[config.mk]
export PLATFORM = sky130hd
export DESIGN_NAME = mul_final_stage
export DESIGN_NICKNAME = d
export VERILOG_FILES = /design/src/rtl/mul_final_stage.sv
export SDC_FILE = /design/constraint.sdc
export NUM_CORES = 1
export LEC_CHECK = 0
export ABC_CLOCK_PERIOD_IN_PS = 10250
export BUFFER_PORTS_ARGS = -buffer_cell sky130_fd_sc_hd__buf_2
export CAP_MARGIN = 20
export CELL_PAD_IN_SITES_DETAIL_PLACEMENT = 1
export CELL_PAD_IN_SITES_GLOBAL_PLACEMENT = 2
export CORE_ASPECT_RATIO = 0.7
export CORE_MARGIN = 1.5
export CORE_UTILIZATION = 38
export CTS_BUF_LIST = sky130_fd_sc_hd__clkbuf_4
export DETAILED_ROUTE_END_ITERATION = 8
export PLACE_DENSITY_LB_ADDON = 0.2
export SLEW_MARGIN = 20
export SYNTH_ARGS = -nofsm -noshare
export SYNTH_HDL_FRONTEND = slang
export SYNTH_SLANG_ARGS = --single-unit
export TNS_END_PERCENT = 10
[constraint.sdc]
create_clock -name clk -period 10.25 [get_ports clk]
set_clock_uncertainty 0.05 [all_clocks]
set_input_delay 1.5375 -clock clk [delete_from_list [all_inputs] [get_ports clk]]
set_output_delay 1.5375 -clock clk [all_outputs]
set_load 0.03 [all_outputs]
[src/rtl/mul_final_stage.sv]
`default_nettype none
// ============================================================================
// Module   : mul_final_stage
// Function : Multiplier final carry-propagate stage. Captures the redundant
//            sum/carry rows from the compressor tree (S1), resolves them with
//            a full-width add and selects the RV64M result (S2), and delivers
//            it through a valid/ready output with backpressure and flush.
// Revision : 1.0 - initial release
// ============================================================================
module mul_final_stage #(
  parameter int XLEN  = 64,
  parameter int TAG_W = 5
) (
  input  logic                clk,
  input  logic                rst_n,
  input  logic                flush,
  input  logic                in_valid,
  output logic                in_ready,
  input  logic [2*XLEN-1:0]   in_sum,
  input  logic [2*XLEN-1:0]   in_carry,
  input  logic [2:0]          in_op,
  input  logic [TAG_W-1:0]    in_tag,
  output logic                out_valid,
  input  logic                out_ready,
  output logic [XLEN-1:0]     out_result,
  output logic [TAG_W-1:0]    out_tag
);

  localparam logic [2:0] c_OP_MUL    = 3'd0;
  localparam logic [2:0] c_OP_MULH   = 3'd1;
  localparam logic [2:0] c_OP_MULHSU = 3'd2;
  localparam logic [2:0] c_OP_MULHU  = 3'd3;
  localparam logic [2:0] c_OP_MULW   = 3'd4;

  // S1 operand capture
  logic                r_s1_valid;
  logic [2*XLEN-1:0]   r_s1_sum;
  logic [2*XLEN-1:0]   r_s1_carry;
  logic [2:0]          r_s1_op;
  logic [TAG_W-1:0]    r_s1_tag;

  // S2 result
  logic                r_s2_valid;
  logic [XLEN-1:0]     r_s2_result;
  logic [TAG_W-1:0]    r_s2_tag;

  logic                w_s2_adv;
  logic                w_accept;
  logic                w_out_fire;
  logic [2*XLEN-1:0]   w_full;
  logic [XLEN-1:0]     w_sel;

  // S1 moves into S2 whenever S2 is empty or is draining this cycle
  assign w_s2_adv   = r_s1_valid && (!r_s2_valid || out_ready);
  assign in_ready   = !r_s1_valid || w_s2_adv;
  assign w_accept   = in_valid && in_ready;
  assign w_out_fire = r_s2_valid && out_ready;

  // Carry-propagate add; signedness was resolved upstream, carry-out dropped
  assign w_full = r_s1_sum + r_s1_carry;

  // Result selection by operation; reserved codes yield zero
  always_comb begin
    w_sel = '0;
    case (r_s1_op)
      c_OP_MUL:                          w_sel = w_full[XLEN-1:0];
      c_OP_MULH, c_OP_MULHSU, c_OP_MULHU: w_sel = w_full[2*XLEN-1:XLEN];
      c_OP_MULW:                         w_sel = {{(XLEN-32){w_full[31]}}, w_full[31:0]};
      default:                           w_sel = '0;
    endcase
  end

  // Valid bits: reset and flush empty both stages, otherwise follow handshakes
  always_ff @(posedge clk) begin
    if (!rst_n || flush) begin
      r_s1_valid <= 1'b0;
      r_s2_valid <= 1'b0;
    end else begin
      if (w_accept)
        r_s1_valid <= 1'b1;
      else if (w_s2_adv)
        r_s1_valid <= 1'b0;

      if (w_s2_adv)
        r_s2_valid <= 1'b1;
      else if (w_out_fire)
        r_s2_valid <= 1'b0;
    end
  end

  // Data payload registers carry no reset; their valid bits qualify them
  always_ff @(posedge clk) begin
    if (w_accept) begin
      r_s1_sum   <= in_sum;
      r_s1_carry <= in_carry;
      r_s1_op    <= in_op;
      r_s1_tag   <= in_tag;
    end
    if (w_s2_adv) begin
      r_s2_result <= w_sel;
      r_s2_tag    <= r_s1_tag;
    end
  end

  assign out_valid  = r_s2_valid;
  assign out_result = r_s2_result;
  assign out_tag    = r_s2_tag;

endmodule
`default_nettype wire

Yosys cells after proc, flatten, opt, wreduce, memory -nomap -nowiden:

Cells that the tools add are included.

* shift-type cells: 0
* divide/modulo/power cells: 0
* add/sub/neg operators: 1
* bitwise gates (word level): 0
* $lt $le $gt $ge: 0
* reduce and logical (&&, ||, !) cells: 13
* $mul: 0
* eq/ne operators: 4
* multiplexer cells: 5

Operator list (number)
* 64-bit case mux with 3 select lines: 1
* 128-bit adder: 1
* 3-bit by 2-bit == test with 1-bit output, second input constant: 2
* 1-bit 2-to-1 mux: 4
* 2-bit nonzero test: 2
* 3-bit by 1-bit == test with 1-bit output, second input constant: 1
* 3-bit == test, second input constant: 1
* 1-bit logical AND: 3
* 1-bit zero test: 3
* 3-bit zero test: 1
* 1-bit logical OR: 3
* 3-bit OR reduction: 1

* logic and storage cells: 31
* memories kept: 0
* bits in latches: 0
* RAM bits: 0
* bits of input ports: 269
* bits in read-only memories: 0
* output and inout bits: 71
* register bits after elaboration: 335

Longest topological paths before layout:

Gate-level depths: netlist of the first run.

* depth after elaboration: 6
* gate-level depth with buffers: 15
* mapped depth without buffers: 15

Worst setup path after synthesis of the first run:

Ideal clock, no wire load.

* path kind: input port to flip-flop
* start: input port out_ready
* end: register r_s1_carry[0], enable pin
* buffers on the path: 0
* stages on the path: 3
* setup slack: 1650 ps
* required time: 9543 ps
* arrival time: 7893 ps
* setup time: 657 ps
* cells stage by stage: nor2b_1 -> nand2_1 -> and2_1

* word-level cells in the longest chain between the ends: 4

Ends and longest elaborated chain
* start, declared: line 24 `input logic out_ready,`
* 1-bit logical OR: line 54 `assign w_s2_adv = r_s1_valid && (!r_s2_valid || out_ready);`
* 1-bit logical AND: line 54
* 1-bit logical OR: line 55 `assign in_ready = !r_s1_valid || w_s2_adv;`
* via in_ready: line 18 `output logic in_ready,`
* 1-bit logical AND: line 56 `assign w_accept = in_valid && in_ready;`
* via w_accept: line 48 `logic w_accept;`
* end signal, assigned: line 95 `r_s1_carry <= in_carry;`
* end, declared: line 38 `logic [2*XLEN-1:0] r_s1_carry;`

The timed path passes the listed nets, and every way through them passes these cells.
A chain may end at the register's enable or synchronous reset.

Final worst setup path of the first run:

* start: register r_s1_carry[0]
* end: register r_s2_result[60] (netlist: out_result[60]) (data pin)

* word-level cells in the longest chain between the ends: 2

Ends and longest elaborated chain
* 128-bit adder: line 60 `assign w_full = r_s1_sum + r_s1_carry;`
* 64-bit case mux with 3 select lines: line 65 `case (r_s1_op)`
* via w_sel[60]: line 51 `logic [XLEN-1:0] w_sel;`
* end signal, assigned: line 100 `r_s2_result <= w_sel;`
* end, declared: line 44 `logic [XLEN-1:0] r_s2_result;`

The timed path passes the listed nets, and every way through them passes these cells.

==> run summary, run 1 <==
status: complete, no violations
TritonCTS clock tree: done
syn nets: 2227
chip width: 273 microns
post-synthesis xor/xnor area fraction: 5.04%
mapped cell area: 0.0195 sq mm
RD Place Congestion: 0.923
fin crit share: 45.3%
max_slew headroom: 26.7%
# resized after CTS: 0
antenna violations before repair: 6
cells after synthesis: 1830
Via density: 5.76
Setup TNS Final: 0 ps
largest net degree at the start of global routing: 140
post-synth cell types: 78
vias: 16836
HPWL after DPL: 58.0 mm
Synth Area in Adders: 8.27%
post-synth top area share: 51.4%
Clk Tree Root Cell: clkbuf_4
type of origin of the critical path: register
Setup Buffers After CTS: 0
min cycle time layout: 4640 ps
layout cells sized above 1: 22.9%
pwr dens: 162 mW/mm^2
Max Clock Freq: 215 MHz
Post-Route WL: 73.2 mm
drt first pass iters: 7
mux cell area share after synthesis: 0.103%
TritonCTS Buffers: 86
Top FF cell, synth: edfxtp_1
area grow syn2layout: 17.2%
Setup Crit Path Kind: reg2reg
Area contributors post-synth: edfxtp_1 51%, ha_1 8.2%, a21oi_1 5.8%
number of port buffers: 339
clock sink total: 335
Iter 0 DRT Violations: 1670
H-tree depth: 3
largest family of logic cells by synthesized area: compound AO/OA/AOI/OAI gates
CTS Buffer Depth: 3
Die H: 192 microns
final net count: 2585
Crit path required time: 10810 ps
final core occ: 45.0%
routed len/inst: 25.1 microns
Post-synth ARST share: 0%
Die ar.: 0.0526 sq mm
area leader, netlist: edfxtp_1
Worst VDD drop: 0.0824 mV
grt ovf: 0
hold buffer count at CTS: 0
Core Region: 0.0507 sq mm
Clk pin slew, worst setup/hold paths: 70 ps
post-synthesis simple-gate area fraction: 12.1%
Fin. Hold Viols: 0
leading cell types by count after synthesis: 333 x edfxtp_1, 225 x a21oi_1, 164 x nand2_1
Avg Cell Area, Syn: 10.6 sq um
compound-gate portion of the synthesized area: 20.3%
synth warn: 0
DRC viols: 0
IO Pins: 340
Worst Tran Pin Value: 1100 ps
min-delay worst type: reg2reg
leakage: 9.02 nW
RSZ-0062 raised after global routing: false
Seq cells post-synth: 335
Clock Latency Late Sink: 880 ps
WP data arrival: 5200 ps
max-cap check violation count: 0
Worst Setup End Kind: register
Seq/Total Area, Yosys: 51.6%
DRT antenna net count: 0
top-count cell post-synth: edfxtp_1
placed insts: 2774
Post-synth EDFFs: 333
Max Fanout on Critical Path: 5
vias in the first global route: 17157
global-route wire length before repair: 108 mm
row count: 69
Initial Util: 38.4%
final setup fails: 0
Layout Cells excl Fill: 2921
GRT Util Overall: 27.7%
Pins Over Slew Limit: 0
## path summary, 6_finish.rpt
| kind | startpoint | to | slack [ps] | depth (start not counted) |
|---|---|---|---|---|
| max | r_s1_carry[0] | out_result[60] | 5610 | 15 |
| min | r_s1_tag[4] | out_tag[4] | 370 | 0 |
| max reg2reg | r_s1_carry[0] | out_result[60] | 5610 | 15 |
| min reg2reg | r_s1_tag[4] | out_tag[4] | 370 | 0 |
## placed cells by master (no fill, tap or decap), drive strengths merged, types with 25 or more instances in the layout
master and instances:
nand3 33, nor2 122, a31oi 25, edfxtp 333
o21ai 128, a21oi 226, ha 127, xor2 41
a21o 55, clkbuf 121, inv 53, o22ai 31
nand2 167, o21bai 44, nand4 60, nor3 35
xnor2 71, buf 348
## worst max-delay path, stage by stage (launching register included)
cell,delay (ps)
edfxtp_1,340
ha_1,170
inv_1,50
fa_1,410
and2b_1,260
o2111ai_2,200
a21bo_1,260
a2111o_1,480
and3_4,230
o31ai_2,560
nor3b_2,360
a41o_2,310
a31oi_4,160
o2111ai_2,250
o41ai_2,100
o21a_1,190
## logic make-up (layout without fill, tap and decap cells)
family                   Yosys count  count (layout)
other                              0               4
adder cells (fa/ha/maj)          128             128
AO/OA/AOI/OAI                    630             630
multiplexers                       2               2
XOR/XNOR                         112             112
buffers and inverters            127             540
AND/OR/NAND/NOR                  496             496
flip-flops                       335             335
## through the flow
step / power [W] / worst slack, ps / instance area (sq um) / hold slack [ps]
finish: 0.00370 / 5610 / 22800 / 370
global route: 0.00387 / 5320 / 22800 / 385
CTS: 0.00372 / 5650 / 22800 / 371
detailed placement: 0.00254 / 5700 / 21800 / 369
global placement: 0.00254 / 5710 / 21800 / 356
floorplan: 0.00220 / 1650 / 19500 / 350
## per-layer routing
metal	part of all wire [%]	vias up	wire (microns)	global-route usage (%)
met3	8.2	107	6020	6.72
met4	1.9	4	1410	6.37
met2	41	686	29900	38.4
met5	0.036	-	26	0
met1	49	8285	35900	42.7
li1	-	7754	-	-
## power breakdown
group          switching (W)  internal [W]
Clock               0.000591      0.000566
Combinational       0.000611      0.000299
Sequential         0.0000296       0.00160
## flip-flops by register name (all words and copies together) (netlist names)
| register | flops |
|---|---|
| r_s1_op | 3 |
| r_s1_tag | 5 |
| r_s1_sum | 128 |
| r_s1_valid | 1 |
| out_valid | 1 |
| r_s1_carry | 128 |
| out_tag | 5 |
| out_result | 64 |
## layout make-up
| class | instances | area, sq um |
|---|---|---|
| Timing Repair Buffer | 348 | 1780 |
| Clock inverter | 22 | 123 |
| Antenna cell | 4 | 10.0 |
| Multi-Input combinational cell | 1368 | 8930 |
| Sequential cell | 335 | 10000 |
| Clock buffer | 121 | 908 |
| Inverter | 49 | 184 |
| Fill cell | 5757 | 27900 |
| Tap cell | 674 | 843 |
Power figures use the tool's default switching activity.
==> run 2, diff against run 1 <==
ABC_CLOCK_PERIOD_IN_PS = 4620   (was 10250)
clock period = 4.62 ns   (was 10.25 ns; I/O delays follow)
==> run 2 against run 1 <==
  * Sequential share of layout area shrank 5.2 points
  * Via count grew 10%
  * Die area is the same
  * Hold slack lost 300 ps
  * Critical path depth shrank 1
  * Wire length grew 12%
  * Non-clock buffer count grew 312
  * Critical endpoint is now out_result[61]
  * Flip-flop and latch count is the same
  * Clock power grew 120%
  * Combinational power grew to 2.5 times the previous value
  * Clock-buffer cell count grew 2
  * Critical path type unchanged
  * Cell area grew 13%
==> run summary, run 2 (synthesis results as in run 1) <==
number of port buffers: 339
final instance area: 0.0259 sq mm
Crit path required time: 5070 ps
Reg power frac: 42.5%
placed insts: 2822
final core occ: 51.0%
layout cells sized above 1: 21.9%
Setup TNS Final: 0 ps
Clk Tree Root Cell: clkbuf_4
CP Capture Point: out_result[61]
drt first pass iters: 5
fin crit share: 95.9%
largest net degree at the start of global routing: 69
# resized after CTS: 0
grt ovf: 0
reg-to-reg endpoint: out_result[61]
RSZ-0062 raised after global routing: false
Hold Path Stages: 1
vias: 18584
Clock Latency Late Sink: 840 ps
area grow syn2layout: 32.9%
Worst Setup End Kind: register
HPWL after DPL: 59.4 mm
Sw Pwr: 0.00283 W
TritonCTS Buffers: 85
min cycle time layout: 4430 ps
H-tree depth: 3
Die ar.: 0.0526 sq mm
Via density: 5.75
routed len/inst: 25.4 microns
leakage: 10.4 nW
status: complete, no violations
DRT antenna net count: 0
most frequent cells in the layout: 339 x buf_2, 333 x edfxtp_1, 262 x dlygate4sd3_1, 225 x a21oi_1, 164 x nand2_1
CTS Buffer Depth: 3
Fin. Hold Viols: 0
row count: 69
Layout Cells excl Fill: 3231
Net Sw Frac: 33.3%
Post-Route WL: 82.1 mm
commonest non-fill, non-tap cell in the layout: buf_2
RD Place Congestion: 0.943
chip width: 273 microns
Initial Util: 38.4%
GRT Util Overall: 30.8%
max-cap check violation count: 0
Die H: 192 microns
Worst Tran Pin Value: 1040 ps
design internal power: 0.00567 W
Max Clock Freq: 226 MHz
IO Pins: 340
min-delay worst type: in2reg
pwr dens: 329 mW/mm^2
Setup Crit Path Kind: reg2reg
Core Region: 0.0507 sq mm
Worst Reg-to-Reg Cells: 14
Total Power: 0.00850 W
final net count: 2896
Comb power frac: 27.1%
Max Fanout on Critical Path: 5
Iter 0 DRT Violations: 1689
Pins Over Slew Limit: 0
DRC viols: 0
reg2reg start: r_s1_sum[8]
type of origin of the critical path: register
clock sink total: 335
Clock Power Share: 30.4%
TritonCTS clock tree: done
WP data arrival: 4880 ps
max_slew headroom: 30.7%
global-route wire length before repair: 120 mm
final setup fails: 0
antenna violations before repair: 3
worst reg2reg setup slack: 190 ps
vias in the first global route: 19270
Worst VDD drop: 0.291 mV
crit path from: r_s1_sum[8]
Area after DPL: 0.0222 sq mm
Setup Buffers After CTS: 0
Clk pin slew, worst setup/hold paths: 70 ps
run 2: cell type report:
class	instances	area (sq um)
timing repair buffer	660	4830
fill	5620	24800
clock buffer	123	923
multi-input combinational	1368	8920
sequential	335	10000
clock inverter	20	110
inverter	49	184
tap	674	843
antenna	2	5.00
run 2: timing repair:
action	4_1_cts	5_1_grt
hold buffers	262	0
hold endpoints to repair	262	0
setup endpoints to repair	0	0
run 2: how the worst min path moves through the flow:
stage	from	end	slack, ps
after detailed placement	r_s1_tag[1]	out_tag[1]	360
after floorplan	r_s1_tag[0]	out_tag[0]	350
final	in_sum[62]	r_s1_sum[62]	70
after global routing	in_sum[62]	r_s1_sum[62]	20
after CTS	in_sum[59]	r_s1_sum[59]	4
after global placement	r_s1_tag[1]	out_tag[1]	360
run 2: through the flow:
step / setup WS [ps] / hold WS, ps
2_1_floorplan: 227 / 350
3_3_place_gp: 346 / 357
3_5_place_dp: 310 / 361
4_1_cts: 301 / 3.61
5_1_grt: 26.0 / 21.8
6_report: 189 / 74.2
run 2: routing by layer:
metal | share of wire, % | global-route usage (%) | wire length, microns
met1 | 47 | 44.9 | 38400
met2 | 43 | 46.4 | 35500
met3 | 7.4 | 5.49 | 6060
met4 | 2.6 | 9.35 | 2150
met5 | 0 | 0 | 0
run 2: power by group through the flow:
stage	Combinational (W)	Sequential [W]	Clock (W)
floorplan	0.00116	0.00370	0
finish	0.00231	0.00361	0.00258
detailed placement	0.00203	0.00367	0
global route	0.00244	0.00362	0.00278
global placement	0.00203	0.00367	0
CTS	0.00222	0.00361	0.00262
run 2: critical path, cell delays in order (launching register included):
cell       delay, ps
edfxtp_1         390
ha_1             410
a21oi_1          390
nand4_1          320
a21oi_1          300
nor3_1            90
buf_4            170
o21a_1           180
a2111oi_1        610
buf_4            230
o31ai_2          100
a31oi_1          400
o41ai_2          160
xnor2_1          150
o221ai_1         160
